$ cat src/rtl/dct8_params.sv
// Shared constants for the DCT-8 datapath: default sample width, butterfly
// pairing-mode encodings and saturation limits.
package dct8_params;

    localparam int DCT8_IN_W = 16;

    localparam logic BFLY_MODE_MIRROR = 1'b0;
    localparam logic BFLY_MODE_ADJ    = 1'b1;

    localparam logic [DCT8_IN_W-1:0] DCT8_SAT_MAX = {1'b0, {(DCT8_IN_W-1){1'b1}}};
    localparam logic [DCT8_IN_W-1:0] DCT8_SAT_MIN = {1'b1, {(DCT8_IN_W-1){1'b0}}};

endpackage

$ cat src/rtl/bfly_lane_scale.sv
// One butterfly output lane: arithmetic right shift of a DATA_W+1-bit value,
// then narrowing to DATA_W bits by saturation or wrap, with an overflow flag.
module bfly_lane_scale
    import dct8_params::*;
#(
    parameter int DATA_W  = DCT8_IN_W,
    parameter int SHIFT_W = 2,
    parameter int SAT_EN  = 1
) (
    input  logic [DATA_W:0]    val,
    input  logic [SHIFT_W-1:0] shift,
    output logic [DATA_W-1:0]  res,
    output logic               ovf
);

    logic signed [DATA_W:0] shifted;
    logic [DATA_W-1:0]      sat_max;
    logic [DATA_W-1:0]      sat_min;

    assign sat_max = {1'b0, {(DATA_W-1){1'b1}}};
    assign sat_min = {1'b1, {(DATA_W-1){1'b0}}};

    always_comb begin
        shifted = $signed(val) >>> shift;
        // The value fits DATA_W bits exactly when the two top bits agree.
        ovf = shifted[DATA_W] ^ shifted[DATA_W-1];
        res = shifted[DATA_W-1:0];
        if (ovf && (SAT_EN != 0)) begin
            res = shifted[DATA_W] ? sat_min : sat_max;
        end
    end

endmodule

$ cat src/rtl/dct_butterfly_stage.sv
// N-point butterfly stage: N/2 parallel sum/diff lanes with selectable pairing,
// run-time scaling, saturate-or-wrap narrowing, 2-stage pipeline and overflow stats.
module dct_butterfly_stage
    import dct8_params::*;
#(
    parameter int DATA_W  = DCT8_IN_W,
    parameter int N       = 8,
    parameter int SHIFT_W = 2,
    parameter int SAT_EN  = 1,
    parameter int CNT_W   = 16
) (
    input  logic                  clk,
    input  logic                  rst,
    input  logic                  in_valid,
    output logic                  in_ready,
    input  logic [N*DATA_W-1:0]   in_data,
    input  logic                  mode,
    input  logic [SHIFT_W-1:0]    shift,
    output logic                  out_valid,
    input  logic                  out_ready,
    output logic [N/2*DATA_W-1:0] out_sum,
    output logic [N/2*DATA_W-1:0] out_diff,
    output logic [N/2-1:0]        ovf_lane,
    output logic                  ovf_sticky,
    output logic [CNT_W-1:0]      ovf_count,
    input  logic                  ovf_clr
);

    localparam int H = N / 2;

    logic [DATA_W-1:0]  x        [N];
    logic [DATA_W:0]    pre_sum  [H];
    logic [DATA_W:0]    pre_diff [H];
    logic [DATA_W:0]    s1_sum   [H];
    logic [DATA_W:0]    s1_diff  [H];
    logic [SHIFT_W-1:0] s1_shift;
    logic               s1_valid;
    logic               s2_ready;
    logic [DATA_W-1:0]  sc_sum   [H];
    logic [DATA_W-1:0]  sc_diff  [H];
    logic [H-1:0]       sc_ovf_s;
    logic [H-1:0]       sc_ovf_d;
    logic [H-1:0]       lane_ovf;
    logic               stat_event;
    logic               sticky_base;
    logic [CNT_W-1:0]   cnt_base;
    logic [CNT_W-1:0]   cnt_next;

    for (genvar k = 0; k < N; k++) begin : g_unpack
        assign x[k] = in_data[k*DATA_W +: DATA_W];
    end

    for (genvar i = 0; i < H; i++) begin : g_lane
        logic [DATA_W-1:0] a;
        logic [DATA_W-1:0] b;

        assign a = (mode == BFLY_MODE_MIRROR) ? x[i]     : x[2*i];
        assign b = (mode == BFLY_MODE_MIRROR) ? x[N-1-i] : x[2*i+1];
        assign pre_sum[i]  = {a[DATA_W-1], a} + {b[DATA_W-1], b};
        assign pre_diff[i] = {a[DATA_W-1], a} - {b[DATA_W-1], b};

        bfly_lane_scale #(.DATA_W(DATA_W), .SHIFT_W(SHIFT_W), .SAT_EN(SAT_EN)) u_sum (
            .val   (s1_sum[i]),
            .shift (s1_shift),
            .res   (sc_sum[i]),
            .ovf   (sc_ovf_s[i])
        );

        bfly_lane_scale #(.DATA_W(DATA_W), .SHIFT_W(SHIFT_W), .SAT_EN(SAT_EN)) u_diff (
            .val   (s1_diff[i]),
            .shift (s1_shift),
            .res   (sc_diff[i]),
            .ovf   (sc_ovf_d[i])
        );

        assign lane_ovf[i] = sc_ovf_s[i] | sc_ovf_d[i];
    end

    // Handshake: a beat moves across a boundary on a rising edge where the
    // sender's valid and the receiver's ready are both high; valid never waits
    // on ready, and a held output keeps its data stable until accepted.
    assign s2_ready = !out_valid || out_ready;
    assign in_ready = !s1_valid || s2_ready;

    always_ff @(posedge clk) begin
        if (in_valid && in_ready) begin
            s1_sum   <= pre_sum;
            s1_diff  <= pre_diff;
            s1_shift <= shift;
        end
    end

    always_ff @(posedge clk) begin
        if (rst) begin
            s1_valid  <= 1'b0;
            out_valid <= 1'b0;
            out_sum   <= '0;
            out_diff  <= '0;
            ovf_lane  <= '0;
        end else begin
            if (in_ready) begin
                s1_valid <= in_valid;
            end
            if (s2_ready) begin
                out_valid <= s1_valid;
                if (s1_valid) begin
                    for (int i = 0; i < H; i++) begin
                        out_sum[i*DATA_W +: DATA_W]  <= sc_sum[i];
                        out_diff[i*DATA_W +: DATA_W] <= sc_diff[i];
                    end
                    ovf_lane <= lane_ovf;
                end
            end
        end
    end

    // A clear wipes the prior state; an overflow delivered in the same cycle still counts.
    always_comb begin
        stat_event  = out_valid && out_ready && (|ovf_lane);
        sticky_base = ovf_clr ? 1'b0 : ovf_sticky;
        cnt_base    = ovf_clr ? '0 : ovf_count;
        cnt_next    = cnt_base;
        if (stat_event && (cnt_base != '1)) begin
            cnt_next = cnt_base + CNT_W'(1);
        end
    end

    always_ff @(posedge clk) begin
        if (rst) begin
            ovf_sticky <= 1'b0;
            ovf_count  <= '0;
        end else begin
            ovf_sticky <= sticky_base | stat_event;
            ovf_count  <= cnt_next;
        end
    end

endmodule
$ cat config.mk
export PLATFORM = sky130hd
export DESIGN_NAME = dct_butterfly_stage
export DESIGN_NICKNAME = d
export VERILOG_FILES = /design/src/rtl/dct8_params.sv /design/src/rtl/bfly_lane_scale.sv /design/src/rtl/dct_butterfly_stage.sv
export SDC_FILE = /design/constraint.sdc
export NUM_CORES = 1
export LEC_CHECK = 0
export ABC_AREA = 1
export BUFFER_PORTS_ARGS = -buffer_cell sky130_fd_sc_hd__buf_4
export CAP_MARGIN = 20
export CORE_ASPECT_RATIO = 1.4
export CORE_MARGIN = 8
export CORE_UTILIZATION = 35
export DETAILED_ROUTE_END_ITERATION = 10
export GPL_TIMING_DRIVEN = 1
export PLACE_DENSITY_LB_ADDON = 0.12
export REMOVE_ABC_BUFFERS = 1
export SYNTH_ARGS = -nofsm -noshare
export SYNTH_HDL_FRONTEND = slang
export SYNTH_SLANG_ARGS = --single-unit
$ cat constraint.sdc
create_clock -name clk -period 5.3 [get_ports clk]
set_input_delay 1.59 -clock clk [delete_from_list [all_inputs] [get_ports clk]]
set_output_delay 1.59 -clock clk [all_outputs]
set_load 0.1 [all_outputs]
==> metrics.cfg <==
[cts]
htreeDepth=2
path_clk_slew_ns=0.07
cts_hold_buf=0
insertion_delay_ns=0.55
cts_tree=done
post_cts_buffers=0
cts_root_buf=clkbuf_16
postCtsResizedCells=0
cts.sinks=285
cts_inserted_buffers=34
clock_path_buffers=3

[global_routing]
grt_pass1_vias=20040
grt_pass1_wl_mm=118.7
antenna_found_initial=0
grt-ovfl-total=0
grt_use_total=0.2198
grt_max_degree=128

[floorplanning]
coreArea_um2=59810
boundaryPins=287
initial_core_util=0.3539
die_height_um=307
dieArea_um2=68720
die_x_um=223.9
num_rows=106

[critical_path]
critical_path.max_stage_delay_ns=0.81
timing.critical_path.arrival_ns=4.52
worstPathCellList=buf_4 -> o21ai_0 -> inv_1 -> fa_1 -> nand3_1 -> nand2_1 -> a21oi_1 -> inv_1 -> nand2_1 -> nand3_1 -> nand2_1 -> nand2_1
cp-end-kind=flip-flop
crit_top_cell=nand2_1
required_ns=5.59
critPathBufInv=3
startpoint_type=input pin
crit_family=compound AO/OA/AOI/OAI gates
cp_slowest_cell=o21ai_0
worst-path-max-fanout=81
path_class=input pin to flip-flop

[sta]
finalMaxSlewViolations=0
relSlewSlack=0.3006
finalClockSkew_ns=0.02164
fin_crit_sh=0.7975
max_freq_mhz=236.6
hold_violations=0
max_slew.worst_pin.slew_ns=1.045
setup_viol=0
rsz0062_at_grt=no
period_minus_slack_ns=4.227

[synthesis]
synth_area_per_cell_um2=7.001
synthesis.area_um2=21170
seq_area_frac_synth=0.3329
synth.distinct_cells=42
yosysWarnings=0
ys_seq_elements=285
synthCells=3024

[cells_and_area]
fillers=6324
drive_gt1_frac=0.1261
syn_to_final_growth_pct=18.30
seq_area_um2=7047
final_cell_mix=817 x nand2_1, 377 x inv_1, 305 x buf_4
n_antenna_cell=0
multi_input_area_um2=11980
fin_util=0.4187
layout_commonest_cell=nand2_1
nNetsFinal=3500
final_cells=4045

[power]
p_leak_nw=12.24
ir_drop_mv=0.1994
fin_total_pwr_mw=8.340
p_per_area_nw_per_um2=333.0

[drt]
vias_per_cell=5.040
drtIter0Drc=1168
first_pass_iters=5
wire_per_inst_um=19.31
ant_nets=0
num_vias=20390
finalWirelength_mm=78.12
drc=0

[place]
port_buffers=286
gp_congestion=0.9098
dp.cells=3982
dp_hpwl_mm=63.11

[run_status]
status=finished, final reports clean

[job]
max-cap-violations=0

[hold_path]
worstHoldPathType=flip-flop to flip-flop

## worst register-to-register path, stage by stage, from the launching register on
cell and delay [ns]:
edfxtp_1 0.49, buf_12 0.24, o21ai_0 0.40, inv_1 0.06, o21ai_0 0.21, inv_1 0.07
ha_1 0.65, nor2_1 0.10, nor2_1 0.74, a21oi_1 0.17
## per-stage QoR
stage	setup slack (ns)	setup TNS (ns)	area (µm²)	hold WS, ns
2_1_floorplan	-0.6887	-103.59	20470	0.5786
5_1_grt	0.9297	0	25040	0.4889
4_1_cts	1.135	0	25040	0.4808
6_report	1.073	0	25040	0.4765
3_3_place_gp	0.5741	0	23870	0.4620
3_5_place_dp	0.5151	0	23870	0.4705
## power breakdown
part / total (mW) / switching [mW] / internal [mW]
Clock: 2.48 / 1.01 / 1.47
Sequential: 2.82 / 0.169 / 2.65
Combinational: 3.04 / 2.19 / 0.851
## final timing paths
kind / to / slack (ns) / startpoint / cells after the start
setup / recovery: s1_sum[31] / 1.07 / mode / 12
hold / removal: ovf_sticky / 0.48 / ovf_sticky / 2
setup reg to reg: out_diff[51] / 2.00 / s1_shift[0] / 9
hold reg to reg: ovf_sticky / 0.48 / ovf_sticky / 2
## synthesized netlist by cell type (all sizes together)
cell | n | area share
a21boi | 4 | 0.0014
nor4 | 9 | 0.0027
dfxtp | 151 | 0.14
a31oi | 4 | 0.0012
nand2 | 825 | 0.15
clkinv | 1 | 0.00018
buf | 61 | 0.015
fa | 8 | 0.0076
xnor2 | 11 | 0.0046
inv | 382 | 0.068
o21ai | 302 | 0.072
edfxtp | 134 | 0.19
nand4 | 12 | 0.0041
nand3 | 217 | 0.052
a21oi | 224 | 0.053
o21bai | 23 | 0.0082
nor3 | 23 | 0.0054
mux2 | 15 | 0.0080
nor2 | 177 | 0.033
mux2i | 51 | 0.024
xor2 | 56 | 0.023
a21o | 8 | 0.0028
clkbuf | 100 | 0.018
o21a | 2 | 0.00071
ha | 147 | 0.087
o211ai | 77 | 0.027
## state kept, by name (all words and copies together) (netlist names)
| name | count |
|---|---|
| out_valid | 1 |
| ovf_count | 16 |
| out_diff | 64 |
| s1_diff | 65 |
| ovf_lane | 4 |
| s1_valid | 1 |
| s1_shift | 2 |
| out_sum | 64 |
| ovf_sticky | 1 |
| s1_sum | 67 |
## area by class of cell
cell class	instances	area share
sequential	285	0.2814
multi-input combinational	2195	0.4785
clock inverter	16	0.008643
timing repair buffer	310	0.09542
clock buffer	46	0.03782
tap	810	0.04047
inverter	383	0.05775
## logic make-up after synthesis
family	synth area share
compound gates	0.1665
fa+ha+maj	0.09444
flops	0.3329
simple gates	0.2453
xor+xnor	0.02772
mux	0.03209
buf+inv	0.1011
## layer usage
| layer | vias to the layer above | global-route usage | share of wire |
|---|---|---|---|
| met2 | 544 | 0.3853 | 0.48 |
| met3 | 83 | 0.02963 | 0.048 |
| met4 | 0 | 0.06687 | 0.031 |
| met5 | - | 0 | 0 |
| li1 | 10280 | - | - |
| met1 | 9486 | 0.2774 | 0.44 |
(Power assumes the default switching activity.)
